--- config.mk ---
export PLATFORM = sky130hd
export DESIGN_NAME = data_island_packet_tx
export DESIGN_NICKNAME = d
export VERILOG_FILES = /design/src/rtl/data_island_packet_tx.sv
export SDC_FILE = /design/constraint.sdc
export NUM_CORES = 1
export LEC_CHECK = 0
export ABC_AREA = 1
export BUFFER_PORTS_ARGS = -buffer_cell sky130_fd_sc_hd__buf_2
export CAP_MARGIN = 25
export CELL_PAD_IN_SITES_DETAIL_PLACEMENT = 0
export CELL_PAD_IN_SITES_GLOBAL_PLACEMENT = 1
export CORE_ASPECT_RATIO = 0.8
export CORE_MARGIN = 2
export CORE_UTILIZATION = 39
export DETAILED_ROUTE_END_ITERATION = 6
export GPL_TIMING_DRIVEN = 0
export PLACE_DENSITY_LB_ADDON = 0.1
export SYNTH_ARGS = -nofsm -noshare
export SYNTH_HDL_FRONTEND = slang
export SYNTH_SLANG_ARGS = --single-unit
--- constraint.sdc ---
create_clock -name clk_pixel -period 3.6 [get_ports clk_pixel]
set_input_delay 0.54 -clock clk_pixel [delete_from_list [all_inputs] [get_ports clk_pixel]]
set_output_delay 0.54 -clock clk_pixel [all_outputs]
set_load 0.1 [all_outputs]
--- src/rtl/data_island_packet_tx.sv ---
// Data-island packet transmitter: guard bands, serial BCH ECC and TERC4 nibble generation.
// Optional build macro DI_PACKET_LIMIT_EN caps the number of chained packets per island.
module data_island_packet_tx #(
    parameter int unsigned MAX_PACKETS = 18
) (
    input  logic         clk_pixel,
    input  logic         reset_n,
    input  logic         hsync,
    input  logic         vsync,
    input  logic         pkt_valid,
    output logic         pkt_ready,
    input  logic [23:0]  pkt_header,
    input  logic [223:0] pkt_sub,
    output logic [1:0]   di_mode,
    output logic [3:0]   terc4_ch0,
    output logic [3:0]   terc4_ch1,
    output logic [3:0]   terc4_ch2,
    output logic         packet_start
);

    typedef enum logic [1:0] {StIdle, StLeadGb, StData, StTrailGb} state_e;

    state_e           state_q, state_d;
    logic [4:0]       cnt_q, cnt_d;
    logic             pkt_ready_q, pkt_ready_d;
    logic             accept, permit_d;
    logic [23:0]      header_q, header_d;
    logic [223:0]     sub_q, sub_d;
    logic [7:0]       hecc_q, hecc_d;
    logic [3:0][7:0]  secc_q, secc_d;
    logic [1:0]       di_mode_q, di_mode_d;
    logic [3:0]       ch0_q, ch0_d;
    logic [3:0]       ch1_q, ch1_d;
    logic [3:0]       ch2_q, ch2_d;
    logic             start_q, start_d;
    logic             hbit;
    logic [7:0]       hecc_base, secc_base, sidx;
    logic [3:0]       sbit_even, sbit_odd;

    function automatic logic [7:0] ecc_step(input logic [7:0] ecc, input logic b);
        logic fb;
        fb = b ^ ecc[0];
        return {1'b0, ecc[7:1]} ^ (fb ? 8'h83 : 8'h00);
    endfunction

    assign accept = pkt_valid && pkt_ready_q;

    always_comb begin
        state_d = state_q;
        cnt_d   = cnt_q;
        unique case (state_q)
            StIdle: begin
                if (accept) begin
                    state_d = StLeadGb;
                    cnt_d   = '0;
                end
            end
            StLeadGb: begin
                if (cnt_q == 5'd1) begin
                    state_d = StData;
                    cnt_d   = '0;
                end else begin
                    cnt_d = cnt_q + 5'd1;
                end
            end
            StData: begin
                if (cnt_q == 5'd31) begin
                    state_d = accept ? StData : StTrailGb;
                    cnt_d   = '0;
                end else begin
                    cnt_d = cnt_q + 5'd1;
                end
            end
            StTrailGb: begin
                if (cnt_q == 5'd1) begin
                    state_d = StIdle;
                    cnt_d   = '0;
                end else begin
                    cnt_d = cnt_q + 5'd1;
                end
            end
            default: begin
                state_d = StIdle;
                cnt_d   = '0;
            end
        endcase
    end

`ifdef DI_PACKET_LIMIT_EN
    localparam int unsigned CntW = $clog2(MAX_PACKETS + 1);

    logic [CntW-1:0] pkt_num_q, pkt_num_d;

    always_comb begin
        pkt_num_d = pkt_num_q;
        if (state_d == StIdle) begin
            pkt_num_d = '0;
        end else if (accept) begin
            pkt_num_d = pkt_num_q + CntW'(1);
        end
        permit_d = (32'(pkt_num_d) < MAX_PACKETS);
    end

    always_ff @(posedge clk_pixel or negedge reset_n) begin
        if (!reset_n) begin
            pkt_num_q <= '0;
        end else begin
            pkt_num_q <= pkt_num_d;
        end
    end
`else
    assign permit_d = 1'b1;
`endif

    // pkt_ready is registered from the next state so it lines up with the state register.
    assign pkt_ready_d = (state_d == StIdle) ||
                         ((state_d == StData) && (cnt_d == 5'd31) && permit_d);
    assign header_d    = accept ? pkt_header : header_q;
    assign sub_d       = accept ? pkt_sub : sub_q;

    always_comb begin
        di_mode_d = 2'd0;
        ch0_d     = 4'd0;
        start_d   = 1'b0;
        hecc_d    = hecc_q;
        secc_d    = secc_q;
        hbit      = 1'b0;
        hecc_base = 8'd0;
        secc_base = 8'd0;
        sidx      = 8'd0;
        sbit_even = 4'd0;
        sbit_odd  = 4'd0;
        unique case (state_q)
            StLeadGb, StTrailGb: begin
                di_mode_d = 2'd1;
                ch0_d     = {2'b11, vsync, hsync};
            end
            StData: begin
                di_mode_d = 2'd2;
                start_d   = (cnt_q == 5'd0);
                hbit      = (cnt_q < 5'd24) ? header_q[cnt_q] : hecc_q[cnt_q[2:0]];
                ch0_d     = {(cnt_q != 5'd0), hbit, vsync, hsync};
                // Cycle 0 restarts every ECC from zero, discarding any earlier residue.
                hecc_base = (cnt_q == 5'd0) ? 8'd0 : hecc_q;
                if (cnt_q < 5'd24) begin
                    hecc_d = ecc_step(hecc_base, hbit);
                end
                for (int k = 0; k < 4; k++) begin
                    secc_base = (cnt_q == 5'd0) ? 8'd0 : secc_q[k];
                    if (cnt_q < 5'd28) begin
                        sidx         = 8'(56 * k) + {2'b00, cnt_q, 1'b0};
                        sbit_even[k] = sub_q[sidx];
                        sbit_odd[k]  = sub_q[sidx + 8'd1];
                        secc_d[k]    = ecc_step(ecc_step(secc_base, sbit_even[k]), sbit_odd[k]);
                    end else begin
                        sbit_even[k] = secc_q[k][{cnt_q[1:0], 1'b0}];
                        sbit_odd[k]  = secc_q[k][{cnt_q[1:0], 1'b1}];
                    end
                end
            end
            default: ;
        endcase
        ch1_d = sbit_even;
        ch2_d = sbit_odd;
    end

    always_ff @(posedge clk_pixel or negedge reset_n) begin
        if (!reset_n) begin
            state_q     <= StIdle;
            cnt_q       <= '0;
            pkt_ready_q <= 1'b0;
            header_q    <= '0;
            sub_q       <= '0;
            hecc_q      <= '0;
            secc_q      <= '0;
            di_mode_q   <= '0;
            ch0_q       <= '0;
            ch1_q       <= '0;
            ch2_q       <= '0;
            start_q     <= 1'b0;
        end else begin
            state_q     <= state_d;
            cnt_q       <= cnt_d;
            pkt_ready_q <= pkt_ready_d;
            header_q    <= header_d;
            sub_q       <= sub_d;
            hecc_q      <= hecc_d;
            secc_q      <= secc_d;
            di_mode_q   <= di_mode_d;
            ch0_q       <= ch0_d;
            ch1_q       <= ch1_d;
            ch2_q       <= ch2_d;
            start_q     <= start_d;
        end
    end

    assign pkt_ready    = pkt_ready_q;
    assign di_mode      = di_mode_q;
    assign terc4_ch0    = ch0_q;
    assign terc4_ch1    = ch1_q;
    assign terc4_ch2    = ch2_q;
    assign packet_start = start_q;

endmodule

==> impl_results.md <==
- Max Buffers Root-to-Sink: 3
- Launch point of the worst reg-to-reg path: cnt_q[2]$_DFF_PN0_
- Async SR Flop Fraction: 100%
- CP max stage cell: ha_1
- Achievable Freq: ~310 MHz
- Clock Pin Slew Worst Setup and Hold Paths: about 0.06 ns
- Synthesized flop and latch total: 311
- Critical path's most frequent cell: nand2_1
- Hold slack: approximately 0.23 ns
- Die Width: approximately 230 microns
- CTS tree: done
- Max_cap viols: 0
- Final Hold Viols: 0
- Total power: between 15 and 20 mW
- # DRC: 0
- Synth top area cells: dfrtp_1 (50%), mux2_2 (17%), nand2_1 (11%)
- RSZ-0062 raised after global routing: false
- Final Cycle Share: about 89%
- TritonCTS Buffers: 36
- Layout Nets: 2,216
- Critical-path cell list: buf_2 -> inv_1 -> buf_2 -> buf_2 -> ha_1 -> clkinvlp_4 -> buf_4 -> nand3_1 -> nand3_1 -> nand3_1 -> nand2_1 -> nand2_1 -> nand2_1 -> nand2_1 -> nand3_1 -> nand2_1 -> nand2_1
- Slew margin rel.: between 30% and 40%
- FP Rows: 65
- Hold_sp: pkt_header[18]
- Starting Density: a little under 40%
- Status: complete, no violations
- Worst Clk Skew: approximately 0.033 ns
- Placer congestion estimate: ~0.87
- H-tree Lvls: 2
- Syn Inst Count: 1,643
- Ys Warns: 0
- Delay-heaviest family, CP: buffers and inverters
- Critical path capture point type: register
- P&R area growth vs syn: 21.3%
- CP Data Required Time: ~4.0 ns
- Clk Tree Root Cell: clkbuf_16
- Fillers: 3,960
- HP Class: in2reg
- Synth top cells by count: nand2_1 (450), dfrtp_1 (311), mux2_2 (241)
- Post-route cell area: between 0.015 and 0.02 sq mm
- Post-Syn Area: between 0.015 and 0.02 sq mm
- Drt first pass iters: 6
- WL per Instance: 21.0 microns
- Drt total wl: around 53,000 microns
- Die H: approximately 180 microns
- Leakage: just over 9 nW
- Max IR drop VDD: 0.362 mV
- Die ar.: 0.0415 sq mm
- Sink Count: just over 300
- Number of global-route vias before repair: between 10,000 and 15,000
- Dpl cell area: between 0.015 and 0.02 sq mm
- Crit path launch: cnt_q[2]$_DFF_PN0_
- Count leader, synth: nand2_1
- Post-synth EDFFs: 0
- Pwr/cell area: approximately 1000 mW/mm^2
- Cell taking the most area after synthesis: dfrtp_1
- Final Max Tran Viols: 0
- Unique masters post-synth: 32
- DP Wirelength: ~39,000 microns
- Vias/cell: around 5.2
- Area share of the leading cell type in the synthesized netlist: about half
- Clk Latency, worst-skew pair: 0.54 ns
- Port Buffers: approximately 270
- Critical path class: reg2reg
- Routed vias: between 10,000 and 15,000
- Antenna violations before repair: 3
- Share of layout cells above drive strength 1: roughly 33%
- Final ANT Viol Nets: 0
- Post-Syn Nets: roughly 1,900
- I/O pins: 269
- Gr ovfl total: 0
- Critical Path Fanout Max: 13
- Largest net degree at the start of global routing: 104
- Critical path data arrival time: approximately 3.6 ns
- First-pass GRT wire length: 79,100 microns
- DRT iter0 DRCs: 1,067
- Slew @ Worst Pin: slightly above 1 ns
- Buf/Inv on CP: 6
- Setup TNS: 0 ns
- Slowest cell delay on critical path: just under 0.5 ns
- Register area share after synthesis: about half
- Setup Viol. Count Final: 0
- Gr usage total: 25.7%
- Primary FF master, synth: dfrtp_1
- CP Launch Type: register
- Placeable Area: approximately 0.039 sq mm
- Syn Area/Cell: about 9.5 sq um
- Post-route minimum period: around 3.2 ns
final cells by class:
| cell class | instances | area, sq um | share of cell area, % |
|---|---|---|---|
| antenna | 1 | 2.50 | 0.0133 |
| buffer | 103 | 588 | 3.12 |
| clock buffer | 60 | 1140 | 6.06 |
| clock inverter | 5 | 38.8 | 0.206 |
| inverter | 78 | 305 | 1.62 |
| multi-input combinational | 1148 | 6870 | 36.4 |
| sequential | 311 | 7780 | 41.3 |
| tap | 536 | 671 | 3.56 |
| timing repair buffer | 274 | 1460 | 7.73 |
per-layer routing:
layer	share of wire (%)	GRT usage [%]
met4	1.5	4.97
met3	6.5	5.04
met1	48	38.5
met5	0.047	0
met2	44	38.7
registers in the layout (all words and copies together), names as in the netlist:
register / flops
cnt_q: 5
di_mode: 2
header_q: 24
hecc_q: 8
packet_start: 1
pkt_ready: 1
secc_q: 32
state_q: 2
sub_q: 224
terc4_ch0: 4
terc4_ch1: 4
terc4_ch2: 4
kinds of logic (layout without fill, tap and decap cells):
logic type      after synthesis  after routing  synth area share, %
compound gates              150            150                 5.21
xor+xnor                      6              6                0.386
fa+ha+maj                    11             11                0.885
buf+inv                     184            520                 5.76
flops                       311            311                 50.0
mux                         241            241                 17.4
other cells                   0              1                    0
simple gates                740            740                 20.3
power by group:
group	internal (mW)	switching, mW	leakage [nW]
sequential	5.22	0.875	3.73
combinational	3.56	6.23	4.85
clock	2.17	1.48	0.579
total	10.9	8.58	9.17
stage by stage:
stage               utilization [%]  setup slack, ns  instances
detailed placement             44.9           -0.376       2450
finish                         47.9            0.380       2516
global placement               44.6            -4.25       2447
floorplan                         -            0.985       1643
global route                   47.9            0.165       2516
CTS                            47.9            0.125       2515
cells in the final DEF (no fill, tap or decap), drive strengths merged:
cell type,netlist,layout
o211ai,10,10
a31oi,1,1
diode,0,1
nand3b,2,2
a21o,1,1
clkinv,0,4
xor2,4,4
dfrtp,311,311
ha,11,11
dlygate4sd3,0,1
nor3,1,1
a211oi,1,1
nand4,7,7
o22ai,23,23
o21ai,72,72
a21oi,42,42
buf,63,335
clkbuf,43,101
nor2,46,46
inv,78,76
mux2,241,241
nand3,230,230
clkinvlp,0,3
nand2,454,454
xnor2,2,2
repair_timing:
action	CTS	global route
resized for setup	1	3
hold buffers	1	0
pin swaps	0	0
setup buffers	1	1
endpoints found under the hold margin	49	0
endpoints found under the setup margin	12	6
worst register-to-register path: stages, from the launching register on:
cell and delay, ns:
dfrtp_1 0.38, buf_2 0.16, inv_1 0.08, buf_2 0.24, buf_2 0.32, ha_1 0.49, clkinvlp_4 0.15, buf_4 0.21
nand3_1 0.11, nand3_1 0.17, nand3_1 0.18, nand2_1 0.13, nand2_1 0.08, nand2_1 0.06, nand2_1 0.10, nand3_1 0.11
nand2_1 0.08, nand2_1 0.04
final timing paths:
check                      slack, ns                  endpoint  cells after the start
min reg2reg                     0.50    sub_q[220]$_DFFE_PN0P_                      1
max                             0.38     secc_q[9]$_DFFE_PN0P_                     17
max reg2reg                     0.38     secc_q[9]$_DFFE_PN0P_                     17
max in group asynchronous       1.44     sub_q[37]$_DFFE_PN0P_                      5
min                             0.23  header_q[18]$_DFFE_PN0P_                      2
min in group asynchronous       0.51     sub_q[87]$_DFFE_PN0P_                      2
Note: power is estimated with default switching activity, not from simulation.
